### src/rtl/strip_placement_scheduler_if.sv
// Request/response handshake bundle for strip_placement_scheduler.
// master drives requests and accepts responses; slave is the scheduler.
interface strip_placement_scheduler_if;
  logic       req_valid;
  logic       req_ready;
  logic [7:0] req_width;
  logic       resp_valid;
  logic       resp_ready;
  logic [3:0] resp_strip_id;
  logic [7:0] resp_x;
  logic       resp_fail;

  modport master (
    output req_valid,
    output req_width,
    output resp_ready,
    input  req_ready,
    input  resp_valid,
    input  resp_strip_id,
    input  resp_x,
    input  resp_fail
  );

  modport slave (
    input  req_valid,
    input  req_width,
    input  resp_ready,
    output req_ready,
    output resp_valid,
    output resp_strip_id,
    output resp_x,
    output resp_fail
  );
endinterface

### src/rtl/strip_placement_scheduler.sv
// Sequential least-occupied-fit strip placer; owns per-strip occupancy.
// Ports: clk, rst_n, bus (slave handshake), clear, occ_rd_id/occ_rd_width;
// PLACEMENT_STATS_EN adds placed_count/fail_count saturating counters.
module strip_placement_scheduler #(
  parameter int NUM_STRIPS  = 13,
  parameter int STRIP_WIDTH = 128
) (
  input  logic       clk,
  input  logic       rst_n,
  strip_placement_scheduler_if.slave bus,
  input  logic       clear,
  input  logic [3:0] occ_rd_id,
  output logic [7:0] occ_rd_width
`ifdef PLACEMENT_STATS_EN
  ,
  output logic [15:0] placed_count,
  output logic [15:0] fail_count
`endif
);

  typedef enum logic [2:0] {
    IDLE,
    CHECK,
    SCAN,
    COMMIT,
    RESP
  } state_t;

  localparam logic [8:0] CAP  = 9'(STRIP_WIDTH);
  localparam logic [3:0] LAST = 4'(NUM_STRIPS - 1);

  state_t     state;
  state_t     state_nx;
  logic [7:0] occ [NUM_STRIPS];
  logic [7:0] width_q;
  logic [7:0] occ_k;
  logic [7:0] best_occ;
  logic [7:0] rsp_x;
  logic [3:0] idx;
  logic [3:0] best_id;
  logic [3:0] rsp_id;
  logic       best_found;
  logic       rsp_fail;
  logic       accept;
  logic       clr;
  logic       bad_width;
  logic       fit;
  logic       better;

  assign accept = (state == IDLE) && !clear && bus.req_valid;
  assign clr    = (state == IDLE) && clear;

  assign bad_width = (width_q == 8'd0) ||
                     ({1'b0, width_q} > CAP);

  always_comb begin
    occ_k = 8'd0;
    for (int i = 0; i < NUM_STRIPS; i++)
      if (idx == 4'(i))
        occ_k = occ[i];
  end

  always_comb begin
    occ_rd_width = 8'd0;
    for (int i = 0; i < NUM_STRIPS; i++)
      if (occ_rd_id == 4'(i))
        occ_rd_width = occ[i];
  end

  // 9-bit sum so a near-full strip cannot wrap into a false fit
  assign fit = ({1'b0, occ_k} + {1'b0, width_q}) <= CAP;
  // strict less-than keeps the lowest ID on ties
  assign better = fit && (!best_found || (occ_k < best_occ));

  assign bus.req_ready     = (state == IDLE) && !clear;
  assign bus.resp_valid    = (state == RESP);
  assign bus.resp_strip_id = rsp_id;
  assign bus.resp_x        = rsp_x;
  assign bus.resp_fail     = rsp_fail;

  always_ff @(posedge clk or negedge rst_n) begin
    if (!rst_n)
      state <= IDLE;
    else
      state <= state_nx;
  end

  always_comb begin
    state_nx = state;
    unique case (state)
      IDLE:
        if (accept)
          state_nx = CHECK;
      CHECK:
        state_nx = bad_width ? COMMIT : SCAN;
      SCAN:
        if (idx == LAST)
          state_nx = COMMIT;
      COMMIT:
        state_nx = RESP;
      RESP:
        if (bus.resp_ready)
          state_nx = IDLE;
      default:
        state_nx = IDLE;
    endcase
  end

  always_ff @(posedge clk or negedge rst_n) begin
    if (!rst_n) begin
      width_q    <= 8'd0;
      idx        <= 4'd0;
      best_found <= 1'b0;
      best_id    <= 4'd0;
      best_occ   <= 8'd0;
      rsp_id     <= 4'd0;
      rsp_x      <= 8'd0;
      rsp_fail   <= 1'b0;
    end else begin
      if (accept)
        width_q <= bus.req_width;
      if (state == CHECK) begin
        idx        <= 4'd0;
        best_found <= 1'b0;
        best_id    <= 4'd0;
        best_occ   <= 8'd0;
      end
      if (state == SCAN) begin
        idx <= idx + 4'd1;
        if (better) begin
          best_found <= 1'b1;
          best_id    <= idx;
          best_occ   <= occ_k;
        end
      end
      if (state == COMMIT) begin
        rsp_id   <= best_found ? best_id : 4'd0;
        rsp_x    <= best_found ? best_occ : 8'd0;
        rsp_fail <= !best_found;
      end
    end
  end

  always_ff @(posedge clk or negedge rst_n) begin
    if (!rst_n) begin
      for (int i = 0; i < NUM_STRIPS; i++)
        occ[i] <= 8'd0;
    end else begin
      for (int i = 0; i < NUM_STRIPS; i++) begin
        if (clr)
          occ[i] <= 8'd0;
        else if ((state == COMMIT) && best_found &&
                 (best_id == 4'(i)))
          occ[i] <= occ[i] + width_q;
      end
    end
  end

`ifdef PLACEMENT_STATS_EN
  always_ff @(posedge clk or negedge rst_n) begin
    if (!rst_n) begin
      placed_count <= 16'd0;
      fail_count   <= 16'd0;
    end else if (clr) begin
      placed_count <= 16'd0;
      fail_count   <= 16'd0;
    end else if (state == COMMIT) begin
      if (best_found && (placed_count != 16'hFFFF))
        placed_count <= placed_count + 16'd1;
      if (!best_found && (fail_count != 16'hFFFF))
        fail_count <= fail_count + 16'd1;
    end
  end
`endif

endmodule

### src/flat_wrapper.sv
// flat-port wrapper written by rule: the top's interface ports become plain ports
module strip_placement_scheduler_flat 
#(
  parameter int NUM_STRIPS  = 13,
  parameter int STRIP_WIDTH = 128
)
  (clk, rst_n, clear, occ_rd_id, occ_rd_width, bus_req_valid, bus_req_width, bus_resp_ready, bus_req_ready, bus_resp_valid, bus_resp_strip_id, bus_resp_x, bus_resp_fail);
  strip_placement_scheduler_if bus_i ();
  input  logic clk;
  input  logic rst_n;
  input  logic clear;
  input  logic [3:0] occ_rd_id;
  output logic [7:0] occ_rd_width;
  input wire logic [$bits(bus_i.req_valid)-1:0] bus_req_valid;
  input wire logic [$bits(bus_i.req_width)-1:0] bus_req_width;
  input wire logic [$bits(bus_i.resp_ready)-1:0] bus_resp_ready;
  output wire logic [$bits(bus_i.req_ready)-1:0] bus_req_ready;
  output wire logic [$bits(bus_i.resp_valid)-1:0] bus_resp_valid;
  output wire logic [$bits(bus_i.resp_strip_id)-1:0] bus_resp_strip_id;
  output wire logic [$bits(bus_i.resp_x)-1:0] bus_resp_x;
  output wire logic [$bits(bus_i.resp_fail)-1:0] bus_resp_fail;
  assign bus_i.req_valid = bus_req_valid;
  assign bus_i.req_width = bus_req_width;
  assign bus_i.resp_ready = bus_resp_ready;
  assign bus_req_ready = bus_i.req_ready;
  assign bus_resp_valid = bus_i.resp_valid;
  assign bus_resp_strip_id = bus_i.resp_strip_id;
  assign bus_resp_x = bus_i.resp_x;
  assign bus_resp_fail = bus_i.resp_fail;
  strip_placement_scheduler #(.NUM_STRIPS(NUM_STRIPS), .STRIP_WIDTH(STRIP_WIDTH)) u_core (.clk(clk), .rst_n(rst_n), .bus(bus_i), .clear(clear), .occ_rd_id(occ_rd_id), .occ_rd_width(occ_rd_width));
endmodule
### config.mk
export PLATFORM = sky130hd
export DESIGN_NAME = strip_placement_scheduler_flat
export DESIGN_NICKNAME = d
export VERILOG_FILES = /design/src/rtl/strip_placement_scheduler_if.sv /design/src/rtl/strip_placement_scheduler.sv /design/src/flat_wrapper.sv
export SDC_FILE = /design/constraint.sdc
export NUM_CORES = 1
export LEC_CHECK = 0
export BUFFER_PORTS_ARGS = -buffer_cell sky130_fd_sc_hd__buf_2
export CORE_MARGIN = 4
export CORE_UTILIZATION = 55
export DETAILED_ROUTE_END_ITERATION = 7
export PLACE_DENSITY_LB_ADDON = 0.25
export SYNTH_ARGS = -nofsm -noshare
export SYNTH_HDL_FRONTEND = slang
export SYNTH_SLANG_ARGS = --single-unit
### constraint.sdc
create_clock -name clk -period 4.4 [get_ports clk]
set_input_delay 0.88 -clock clk [delete_from_list [all_inputs] [get_ports clk]]
set_output_delay 0.88 -clock clk [all_outputs]
set_load 0.05 [all_outputs]
# Yosys cells after proc, flatten, opt, wreduce, memory -nomap -nowiden
# Index checks and enable logic that the tools add are counted.
dict set report op_classes {
  n_div 0
  reduce_logical 42
  magnitude_cmp 3
  bitwise 0
  addsub 15
  n_shift 0
  n_mul 0
  eq_ne 43
  muxes 70
}
# op count
set ops {}
lappend ops {{8-bit 2-to-1 mux} 56}
lappend ops {{8-bit adder} 13}
lappend ops {{4-bit equality test (second input constant)} 15}
lappend ops {{4-bit by 3-bit equality test with 1-bit output (second input constant)} 12}
lappend ops {{2-bit nonzero test} 14}
lappend ops {{4-bit by 2-bit equality test with 1-bit output (second input constant)} 6}
lappend ops {{4-bit 2-to-1 mux} 6}
lappend ops {{1-bit logical AND} 18}
lappend ops {{3-bit case mux with 5 select lines} 1}
lappend ops {{4-bit by 1-bit equality test with 1-bit output (second input constant)} 3}
lappend ops {{4-bit logical NOT} 3}
lappend ops {{8-bit by 8-bit adder with 9-bit output} 1}
lappend ops {{9-bit by 8-bit less-or-equal comparator with 1-bit output (second input constant)} 1}
lappend ops {{3-bit 2-to-1 mux} 3}
lappend ops {{8-bit > comparator (second input constant)} 1}
lappend ops {{8-bit logical NOT} 1}
lappend ops {{8-bit < comparator} 1}
lappend ops {{3-bit by 2-bit equality test with 1-bit output (second input constant)} 2}
lappend ops {{4-bit by 1-bit adder with 4-bit output (second input constant)} 1}
lappend ops {{1-bit 2-to-1 mux} 4}
lappend ops {{2-bit by 1-bit != test with 1-bit output (second input constant)} 2}
lappend ops {{3-bit by 1-bit equality test with 1-bit output (second input constant)} 1}
lappend ops {{3-bit equality test (second input constant)} 1}
lappend ops {{3-bit logical NOT} 1}
lappend ops {{4 further kinds} 6}
dict set report totals {
  romBits 0
  memories 0
  out_inout_bits 23
  input_bits 17
  mem_bits_rw 0
  wordCells 195
  latch_bits 0
  ff_bits 145
}

# Logic depth before layout (Yosys ltp)
# Gate-level depths: netlist (run 1).
dict set report depth {
  ltp_word 19
  ltp_mapped 21
  mapped_depth_nobuf 17
}

# Worst setup path before layout (run 1)
# OpenSTA, ideal clock, no wires.
dict set report synth_timing {
  kind {reg2reg}
  from {reg u_core.idx[1]}
  to {reg u_core.best_occ[3]}
  arrival_ns 4.090
  path_buffers 4
  period_less_slack_ns 4.215
  setup_slack_ns 0.185
  path_stages_with_launch 20
  required_ns 4.275
  path_cell_list {dfrtp_1 -> inv_1 -> ha_1 -> buf_2 -> buf_2 -> buf_2 -> nand3b_1 -> a21oi_1 -> a21oi_1 -> o21a_1 -> o31ai_1 -> o221ai_1 -> fa_1 -> o21ai_2 -> xnor2_1 -> nand3_1 -> o32a_1 -> a311oi_4 -> buf_8 -> mux2_4}
}
dict set report synth_via {
  elab_chain_len 19
  elab_cells_between_ends 33
}
# element line
set synth_rtl {}
lappend synth_rtl {{start, declared} strip_placement_scheduler.sv:39} ;# logic [3:0] idx;
lappend synth_rtl {{start signal, assigned} strip_placement_scheduler.sv:129} ;# idx <= idx + 4'd1;
lappend synth_rtl {{4-bit logical NOT} strip_placement_scheduler.sv:59} ;# if (idx == 4'(i))
lappend synth_rtl {{8-bit 2-to-1 mux (12 in a row)} strip_placement_scheduler.sv:59}
lappend synth_rtl {{8-bit 2-to-1 mux *} strip_placement_scheduler.sv:59}
lappend synth_rtl {{8-bit by 8-bit adder with 9-bit output or 8-bit < comparator (tied branches)} {strip_placement_scheduler.sv:71, strip_placement_scheduler.sv:73}}
lappend synth_rtl {{9-bit by 8-bit less-or-equal comparator with 1-bit output or 1-bit logical OR (tied branches)} {strip_placement_scheduler.sv:71, strip_placement_scheduler.sv:73}}
lappend synth_rtl {{1-bit logical AND} strip_placement_scheduler.sv:73} ;# assign better = fit && (!best_found || (occ_k < best_occ));
lappend synth_rtl {{8-bit 2-to-1 mux *} strip_placement_scheduler.sv:130} ;# if (better) begin
lappend synth_rtl {{8-bit 2-to-1 mux *} strip_placement_scheduler.sv:128} ;# if (state == SCAN) begin
lappend synth_rtl {{end signal, assigned} strip_placement_scheduler.sv:133} ;# best_occ <= occ_k;
lappend synth_rtl {{end, declared} strip_placement_scheduler.sv:37} ;# logic [7:0] best_occ;
# Every way passes the cells marked *; elsewhere a longest branch is shown, timed or not.
# A chain may end at the register's enable or synchronous reset.

# Final worst setup path (run 1)
dict set report layout_timing {
  from {reg u_core.idx[0]}
  to {reg u_core.best_occ[2]}
}
# The elaborated chain is that of the path after synthesis.

==> metrics.md, run 1 <==
| Metric | Value |
|---|---|
| Top cell type's share of synthesized area | 0.311 |
| Max FO, Critical Path | 20 |
| Clk root buf | clkbuf_16 |
| Fmax | 0.235 GHz |
| Synth Net Count | 1505 |
| Multi-input gate area | roughly 7600 µm² |
| Status | finished clean |
| Post-DR vias/cell | 6.34 |
| Worst hold path class | flip-flop to flip-flop |
| CTS buffer count | 17 |
| Design Power | 7.51 mW |
| Setup violators final | 0 |
| Die ar. | about 24000 µm² |
| Vias in the first global route | 10202 |
| Endpoints failing hold | 0 |
| Die Wd | 154 µm |
| Drt pass-1 iters | 5 |
| Final period util | 0.968 |
| First-pass GRT wire length | 56600 µm |
| I/O Buffers | 39 |
| WL/cell | 21.3 µm |
| Hpwl dp | 26200 µm |
| Largest net degree at the start of global routing | 83 |
| Post-Route WL | between 30000 and 40000 µm |
| Unrepaired setup endpoints after global routing | true |
| Worst slack at placement | -0.00186 ns |
| H-tree Lvls | 4 |
| Worst-skew pair later-pin latency | between 0.4 and 0.5 ns |
| Yosys top cell by area | dfrtp_1 |
| Clk pin slew, worst setup/hold paths | 0.07 ns |
| CTS tree | yes |
| CP startpoint | u_core.idx[0] |
| Core ar. | 21000 µm² |
| Layout cells sized above 1 | 0.117 |
| Final worst slack | approximately 0.14 ns |
| Fillers | 1862 |
| Hold_sp | u_core.bus.resp_x[4] |
| Gr usage total | 0.303 |
| Worst R2R Start | u_core.idx[0] |
| PwrDens | between 500 and 600 nW/µm² |
| Number of flops mapped to enable cells by yosys | 0 |
| CTS Hold Bufs | 0 |
| Worst slew margin | 0.475 |
| Final nets | 1538 |
| Max-Cap Viols | 0 |
| I/O pins | 40 |
| Row cnt | 53 |
| VDD IR-drop max | ~0.31 mV |
| Critical path class | flip-flop to flip-flop |
| Worst Tran Pin Value | just under 0.8 ns |
| Initial antenna violation count | 0 |
| CTS Sinks | 145 |
| Diodes inserted | 0 |
| Final worst clock skew | 0.0109 ns |
| Synth area leaders | dfrtp_1, ha_1, o21ai_0 |
| Clk buf depth | 2 |
| Register area share after synthesis | 0.311 |
| Pleak | 5.82 nW |
| Initial Util | 0.556 |
| Synthesized area per cell | 8.57 µm² |
| Slew Limit Fails | 0 |
| DRT antenna net count | 0 |
| Synth cell types | 66 |
| Endpoint type of the worst setup path | flip-flop |
| Cells after synthesis | 1361 |
| DR vias | 10671 |
| Crit path DAT | about 4.6 ns |
| GRT overflow | 0 |
| Drt first-iter violations | 1147 |
| GP Congestion | 1.07 |
| CP Launch Type | flip-flop |
| #FFs+latches synth | 145 |
| Share of flip-flops with an asynchronous set or reset | 1.00 |
| Drt drc | 0 |
| Synth Warn # | 0 |
| Crit path time final | 4.26 ns |
| Storage cell area | 3630 µm² |
| Die H | 154 µm |
| CP Data Required Time | 4.72 ns |
| Synth Flop Type | dfrtp_1 |
| Mapped Area | ~12000 µm² |
| Area added between synthesis and finish | 11.1% |
## synthesized netlist by cell type (2+ instances only)
master / number
o211ai_1: 12
dfrtp_1: 145
nand2_1: 126
and3_1: 5
o31ai_1: 9
a21o_1: 32
or3_1: 2
a21oi_2: 2
nor2b_1: 26
mux2i_1: 23
inv_1: 67
buf_1: 8
a21boi_0: 2
buf_2: 11
fa_1: 14
nand3_1: 113
o2111ai_1: 3
a221o_1: 8
a31oi_1: 13
o221ai_1: 6
mux2_4: 4
a221oi_1: 7
xor2_1: 61
clkbuf_1: 48
o21ai_0: 171
nor4_1: 3
ha_1: 113
a21oi_1: 80
nor3_1: 20
nand2b_1: 31
nand3b_1: 6
a22oi_1: 13
o41ai_1: 14
nor2_1: 67
a32o_1: 4
and2_1: 9
mux4_2: 3
xnor2_1: 25
nor3b_1: 4
o22ai_1: 3
mux2_2: 16
o221a_2: 5
a32oi_1: 3
a211oi_1: 2
## cells by family after synthesis
group                      share of synthesized area
AOI/OAI and AO/OA                              0.218
buffers and inverters                         0.0462
DFF                                            0.311
and+or+nand+nor                                0.169
adders and majority gates                      0.145
xor gates and xnor gates                      0.0646
muxes                                         0.0461
## per-layer routing
metal / wire [µm] / global-route usage / up-vias / share of wire
li1: - / - / 4982 / -
met1: 14900 / 0.402 / 5081 / 0.42
met2: 16600 / 0.491 / 482 / 0.46
met3: 2430 / 0.0490 / 126 / 0.068
met4: 1900 / 0.134 / 0 / 0.053
met5: 0 / 0 / - / 0
## final timing paths
kind	to	slack [ns]	depth (start not counted)
worst min register to register	u_core.bus.resp_x[4]	0.47	2
worst max-delay path	u_core.best_occ[2]	0.14	17
worst min-delay path	u_core.bus.resp_x[4]	0.47	2
max in group asynchronous	u_core.occ[56]	3.07	2
worst max register to register	u_core.best_occ[2]	0.14	17
min in group asynchronous	u_core.bus.resp_x[5]	0.48	1
## registers in the layout (all words and copies together) (netlist names)
signal,count
u_core.occ,104
u_core.state,3
u_core.best_occ,8
u_core.bus.resp_fail,1
u_core.idx,4
u_core.width_q,8
u_core.best_found,1
u_core.bus.resp_strip_id,4
u_core.best_id,4
u_core.bus.resp_x,8
## per-stage QoR
step / area (µm²) / util / hold WS (ns) / cells / setup TNS [ns]
after floorplan: 11700 / - / 0.462 / 1361 / 0
after global routing: 13000 / 0.618 / 0.496 / 1682 / -0.524
final: 13000 / 0.618 / 0.475 / 1682 / 0
after detailed placement: 12200 / 0.584 / 0.465 / 1647 / -0.00186
after CTS: 12900 / 0.613 / 0.481 / 1679 / 0
after global placement: 12200 / 0.584 / 0.457 / 1647 / 0
## cell usage in the layout, fill, tap and decap left out, drive strengths merged, types with 61 or more instances in the layout
master,count
a21oi,82
buf,83
dfrtp,145
ha,113
inv,75
nand2,126
nand3,113
nor2,68
o21ai,172
xor2,61
## repair_timing
action	4_1_cts	5_1_grt
setup buffers	0	3
pin swaps	0	3
endpoints found under the hold margin	0	0
gates cloned	0	0
endpoints found under the setup margin	11	13
resized for setup	2	18
## worst max-delay path, stage by stage, from the launching register on
cell and delay [ns]:
dfrtp_2 0.45, buf_4 0.16, ha_4 0.22, nor2b_1 0.16, o21ai_0 0.19, mux2_2 0.19
o22ai_1 0.08, o211ai_1 0.31, ha_1 0.23, inv_1 0.06, fa_1 0.45, o21ai_2 0.22
xnor2_1 0.14, nand3_1 0.09, o32a_1 0.39, a311oi_4 0.28, buf_4 0.20, mux2_2 0.33
## report_power, final
group / total [mW] / switching (mW) / internal [mW] / leakage [nW]
clock: 1.49 / 0.715 / 0.771 / 0.296
combinational: 4.19 / 2.51 / 1.67 / 3.53
sequential: 1.84 / 0.332 / 1.51 / 1.99
total: 7.51 / 3.56 / 3.95 / 5.82
## cell type report
type,count,share of cell area
multi-input cells,1080,0.585
flip-flops and latches,145,0.280
repair buffers,83,0.0423
clock buffers,17,0.0328
well taps,275,0.0266
inverters,67,0.0194
clock inverters,15,0.0140
Note: power is estimated with default switching activity, not from simulation.
==> run 2: changes to the inputs <==
--- a/config.mk
+++ b/config.mk
@@ -10,6 +10,7 @@
 export CORE_UTILIZATION = 55
 export DETAILED_ROUTE_END_ITERATION = 7
 export PLACE_DENSITY_LB_ADDON = 0.25
+export REMOVE_ABC_BUFFERS = 1
 export SYNTH_ARGS = -nofsm -noshare
 export SYNTH_HDL_FRONTEND = slang
 export SYNTH_SLANG_ARGS = --single-unit
==> run 2 against run 1 <==
  * Register-to-register slack better by 0.02 ns
  * Design area about the same
  * Critical path depth is 1 higher
  * Worst setup slack improved by 0.016 ns
  * Sequential power decreased by 3%
  * Clock power fell by 5%
  * Combinational power grew 3%
  * Global-route usage is 1.0 points higher
  * Maximum frequency is 0.38% higher
  * Core utilization is essentially flat
  * Sequential share of layout area about the same
  * Largest cell class unchanged
==> metrics.md, run 2 (synthesized netlist as in run 1, its figures left out) <==
| Metric | Value |
|---|---|
| Status | finished clean |
| Die H | 154 µm |
| Diodes inserted | 0 |
| Core ar. | approximately 21000 µm² |
| Area added between synthesis and finish | 11.1% |
| GR Layer Usage met2 | 0.502 |
| Clock network fraction of total power | 0.187 |
| Initial Util | 0.556 |
| GRT met1 Usage | 0.418 |
| Hold_ws | 0.463 ns |
| Max FFs per register | 104 |
| Hpwl dp | 26900 µm |
| Int Pwr | 4.02 mW |
| Clk buf depth | 2 |
| Worst stage delay on the critical path | 0.41 ns |
| Worst Tran Pin Value | about 0.8 ns |
| Largest net degree at the start of global routing | 105 |
| Post-DR vias/cell | 6.37 |
| Final period util | 0.965 |
| Comb pwr share | 0.574 |
| Final nets | around 1500 |
| Net Sw Frac | 0.465 |
| Unrepaired setup endpoints after global routing | false |
| Fin area | 13000 µm² |
| Die ar. | about 24000 µm² |
| I/O Buffers | 39 |
| Drt drc | 0 |
| WL/cell | 21.9 µm |
| Final worst slack | 0.155 ns |
| Max-Cap Viols | 0 |
| Setup violators final | 0 |
| Critical path class | flip-flop to flip-flop |
| Most flops, register | u_core.occ |
| First-pass GRT wire length | between 50000 and 60000 µm |
| DP Area | 12200 µm² |
| Sequential Power Share | 0.238 |
| Drt pass-1 iters | 6 |
| Gr busiest metal | met2 |
| Row cnt | 53 |
| Most frequent CP cell | ha_1 |
| CP Cell Sequence | buf_4, ha_1, buf_12, nor2_1, o211a_1, a31oi_1, nor3_1, a221o_1, o221a_4, ha_1, a21oi_2, nand2_1, xnor2_1, nand3_1, o32a_1, a311oi_4, buf_6, mux2_2 |
| Drt first-iter violations | around 1200 |
| Post-Layout Cell Count | 1678 |
| Max FO, Critical Path | 14 |
| Vias in the first global route | 10241 |
| CTS tree | yes |
| CP Launch Type | flip-flop |
| Fillers | 1824 |
| Worst slack at placement | -0.0187 ns |
| Post-Route WL | between 30000 and 40000 µm |
| Slew Limit Fails | 0 |
| Met3 Use GR | 0.0577 |
| Final Util | 0.618 |
| Crit path DAT | 4.56 ns |
| Most frequent cells in the layout | o21ai_0, dfrtp_1, nand2_1 |
| Endpoints failing hold | 0 |
| CP Data Required Time | 4.72 ns |
| Commonest non-fill, non-tap cell in the layout | o21ai_0 |
| DR vias | 10694 |
| DRT antenna net count | 0 |
| I/O pins | 40 |
| Gr usage total | 0.313 |
| Final worst clock skew | ~0.0099 ns |
| Design Power | 7.51 mW |
| Clk root buf | clkbuf_16 |
| VDD IR-drop max | about 0.33 mV |
| Setup TNS | 0 ns |
| Initial antenna violation count | 1 |
| Clk pin slew, worst setup/hold paths | 0.07 ns |
| GP Congestion | 0.992 |
| Crit path time final | 4.24 ns |
| Worst slew margin | 0.470 |
| Fmax | 0.236 GHz |
| H-tree Lvls | 4 |
| PwrDens | 579 nW/µm² |
| CTS buffer count | 17 |
| Layout cells sized above 1 | 0.113 |
| CTS Sinks | 145 |
| Die Wd | 154 µm |
| Post-Place Cells | 1643 |
| Pleak | 5.80 nW |
| Worst hold path class | input pin to async pin |
| Worst-skew pair later-pin latency | 0.44 ns |
| Net switching power | 3.49 mW |
| Endpoint type of the worst setup path | flip-flop |
| GRT overflow | 0 |
| CP max stage cell | dfrtp_1 |
## run 2: changes by cell type in the layout (fill, tap and decap cells not counted), sizes merged
| cell | before | now |
|---|---|---|
| inv | 75 | 71 |
| clkinv | 7 | 6 |
| bufinv | 0 | 1 |
| clkinvlp | 0 | 3 |
| clkbuf | 17 | 18 |
| buf | 83 | 79 |
## run 2: routing by layer
| layer | part of all wire | wire (µm) |
|---|---|---|
| met5 | 0.00033 | 12 |
| met4 | 0.048 | 1760 |
| met3 | 0.081 | 2990 |
| met2 | 0.46 | 16800 |
| met1 | 0.41 | 15200 |
## run 2: critical path: cells and delay by family, from the launching register on
kind	cells	cell delay, ns
flops	1	0.41
mux	1	0.34
fa+ha+maj	2	0.53
buf+inv	3	0.52
simple gates	4	0.56
compound gates	7	1.62
xor+xnor	1	0.14
## run 2: area by class of cell
| type | instances | area, µm² | share of cell area |
|---|---|---|---|
| well taps | 275 | 344 | 0.0266 |
| inverters | 67 | 251 | 0.0194 |
| repair buffers | 80 | 597 | 0.0461 |
| multi-input cells | 1080 | 7570 | 0.584 |
| clock inverters | 14 | 135 | 0.0104 |
| flip-flops and latches | 145 | 3630 | 0.280 |
| clock buffers | 17 | 425 | 0.0328 |
## run 2: worst paths after layout
path	cells past startpoint	startpoint	slack [ns]	end
hold reg to reg	2	u_core.bus.resp_x[3]	0.47	u_core.bus.resp_x[3]
setup reg to reg	18	u_core.idx[0]	0.16	u_core.best_occ[7]
min in group clk	2	u_core.bus.resp_x[3]	0.47	u_core.bus.resp_x[3]
setup / recovery	18	u_core.idx[0]	0.16	u_core.best_occ[7]
max in group asynchronous	2	rst_n	3.10	u_core.occ[44]
hold / removal	1	rst_n	0.46	u_core.width_q[4]
## run 2: timing repair
item / 4_1_cts / 5_1_grt
hold buffers: 0 / 0
setup buffers: 0 / 3
resized for setup: 2 / 17
gates cloned: 0 / 1
pin swaps: 0 / 3
setup endpoints to repair: 3 / 11
## run 2: power groups by stage
stage | Sequential [mW] | Clock, mW | Combinational [mW]
after floorplan | 1.95 | 0 | 2.64
after global placement | 1.79 | 0 | 3.98
after detailed placement | 1.79 | 0 | 4.09
after CTS | 1.77 | 1.43 | 4.12
after global routing | 1.81 | 1.49 | 4.73
final | 1.79 | 1.41 | 4.31
==> run 3: changes to the inputs <==
==> constraint.sdc (replaced) <==
create_clock -name clk -period 5.17 [get_ports clk]
set_input_delay 1.034 -clock clk [delete_from_list [all_inputs] [get_ports clk]]
set_output_delay 1.034 -clock clk [all_outputs]
set_load 0.05 [all_outputs]
==> run 3 against run 2 <==
  * First-iteration DRC count down 17%
  * Combinational power down 23%
  * Sequential share of layout area up 0.55 points
  * Register-to-register slack better by 0.26 ns
  * Critical endpoint is now u_core.best_occ[0]
==> metrics.md, run 3 (synthesized netlist as in run 1, its figures left out) <==
| Metric | Value |
|---|---|
| Status | finished clean |
| Max FO, Critical Path | 14 |
| Final worst slack | 0.411 ns |
| Drt drc | 0 |
| VDD IR-drop max | 0.291 mV |
| Drt first-iter violations | 978 |
| CP Data Required Time | 5.49 ns |
| Most frequent CP cell | buf_4 |
| Pleak | roughly 5.7 nW |
| Critical path class | flip-flop to flip-flop |
| Die H | 154 µm |
| DR vias | 10451 |
| WHS Endpoint | u_core.bus.resp_x[1] |
| Worst-skew pair later-pin latency | ~0.44 ns |
| CTS Hold Bufs | 0 |
| Diodes inserted | 0 |
| Row cnt | 53 |
| CP max stage cell | a2111oi_0 |
| CTS buffer count | 17 |
| Hold_sp | u_core.bus.resp_x[1] |
| I/O Buffers | 39 |
| Final worst clock skew | 0.0161 ns |
| Worst hold path class | flip-flop to flip-flop |
| WL met2 | about 17000 µm |
| Slew Limit Fails | 0 |
| CTS Sinks | 145 |
| Endpoints failing hold | 0 |
| Post-cts repair resize count | 0 |
| DRT antenna net count | 0 |
| Largest net degree at the start of global routing | 82 |
| GRT overflow | 0 |
| Worst slew margin | 0.269 |
| Most flops, register | u_core.occ |
| Top routing layer used | met4 |
| Drt pass-1 iters | 8 |
| Area added between synthesis and finish | 8.87% |
| Die ar. | 23600 µm² |
| Setup violators final | 0 |
| Crit path time final | ~4.8 ns |
| Max FFs per register | 104 |
| Max-Cap Viols | 0 |
| # Post-CTS Setup Buffers | 0 |
| Final nets | 1516 |
| Clk root buf | clkbuf_16 |
| WHS Path Cells | 2 |
| Worst Tran Pin Value | 1.10 ns |
| CTS tree | yes |
| Final period util | 0.921 |
| Worst R2R Start | u_core.idx[0] |
| I/O pins | 40 |
| Hpwl dp | 26200 µm |
| Clk buf depth | 2 |
| Gr usage total | 0.308 |
| Endpoint type of the worst setup path | flip-flop |
| Fmax | approximately 0.21 GHz |
| WL/cell | about 22 µm |
| CP delay by family, top | compound AO/OA/AOI/OAI gates |
| Setup TNS | 0 ns |
| Met3 routed WL | 2830 µm |
| Clk pin slew, worst setup/hold paths | 0.07 ns |
| Post-DR vias/cell | 6.30 |
| First-pass GRT wire length | approximately 57000 µm |
| Unrepaired setup endpoints after global routing | false |
| R2R Setup Slk | around 0.4 ns |
| CP Cell Sequence | inv_1, ha_1, buf_4, nand2_1, o21ai_0, a222oi_1, a21oi_1, nor2_1, nor4_1, buf_4, ha_1, a2111oi_0, o2111ai_1, a311oi_4, buf_4, mux2_2 |
| Crit path DAT | 5.08 ns |
| PwrDens | between 400 and 500 nW/µm² |
| Total stage count of the critical path | 16 |
| Vias in the first global route | 10085 |
| Die Wd | around 150 µm |
| H-tree Lvls | 4 |
| CP Launch Type | flip-flop |
| Layout cells sized above 1 | 0.0931 |
| GP Congestion | 0.949 |
| Post-Route WL | 36000 µm |
| Buffer and inverter count on the worst path | 4 |
| M1 WL | 15300 µm |
| Initial antenna violation count | 0 |
| Commonest non-fill, non-tap cell in the layout | o21ai_0 |
| Critical R2R Capture | u_core.best_occ[0] |
| Reg2Reg Depth | 16 |
| Most frequent cells in the layout | o21ai_0, dfrtp_1, nand2_1 |
| Worst slack at placement | 0.459 ns |
| Core ar. | 21000 µm² |
| Initial Util | 0.556 |
| Worst stage delay on the critical path | 0.57 ns |
[run 3: changes by cell type in the layout (fill, tap and decap cells not counted), moves of 3 or more]
cell      delta
clkinv_4     -4
buf_4       -11
buf_12       -5
inv_8        +5
ha_4         -3
ha_1         +3
[run 3: worst max path at each step]
stage | from | end
2_1_floorplan | u_core.idx[0] | u_core.best_occ[0]
3_3_place_gp | u_core.idx[0] | u_core.best_occ[0]
3_5_place_dp | u_core.idx[0] | u_core.best_occ[7]
4_1_cts | u_core.idx[0] | u_core.best_occ[0]
5_1_grt | u_core.idx[0] | u_core.best_occ[7]
6_report | u_core.idx[0] | u_core.best_occ[0]
[run 3: metrics by stage]
step,hold WS (ns),instances,power [mW],util,area (µm²)
2_1_floorplan,0.462,1292,3.91,-,11400
3_3_place_gp,0.459,1628,4.81,0.577,12100
3_5_place_dp,0.470,1628,4.89,0.577,12100
4_1_cts,0.485,1660,6.23,0.606,12700
5_1_grt,0.509,1660,6.68,0.606,12700
6_report,0.476,1660,6.25,0.606,12700
[run 3: routing by layer]
metal | vias to the layer above | GRT usage
met5 | - | 0
met4 | 0 | 0.106
met3 | 91 | 0.0704
met2 | 413 | 0.498
met1 | 5007 | 0.409
li1 | 4940 | -
[run 3: cell type report]
| class | count | area (µm²) |
|---|---|---|
| clock buffers | 17 | 425 |
| clock inverters | 15 | 186 |
| fillers | 1819 | 8260 |
| inverters | 67 | 251 |
| multi-input cells | 1080 | 7490 |
| flip-flops and latches | 145 | 3630 |
| well taps | 275 | 344 |
| repair buffers | 61 | 367 |
[run 3: tightest hold or removal path, cell delays in order (launching register included)]
cell and delay, ns:
dfrtp_1 0.34, nand2_1 0.05, o21ai_0 0.06
[run 3: report_power, final]
group / switching [mW] / internal (mW)
Sequential: 0.301 / 1.28
Clock: 0.587 / 0.738
Combinational: 2.05 / 1.29
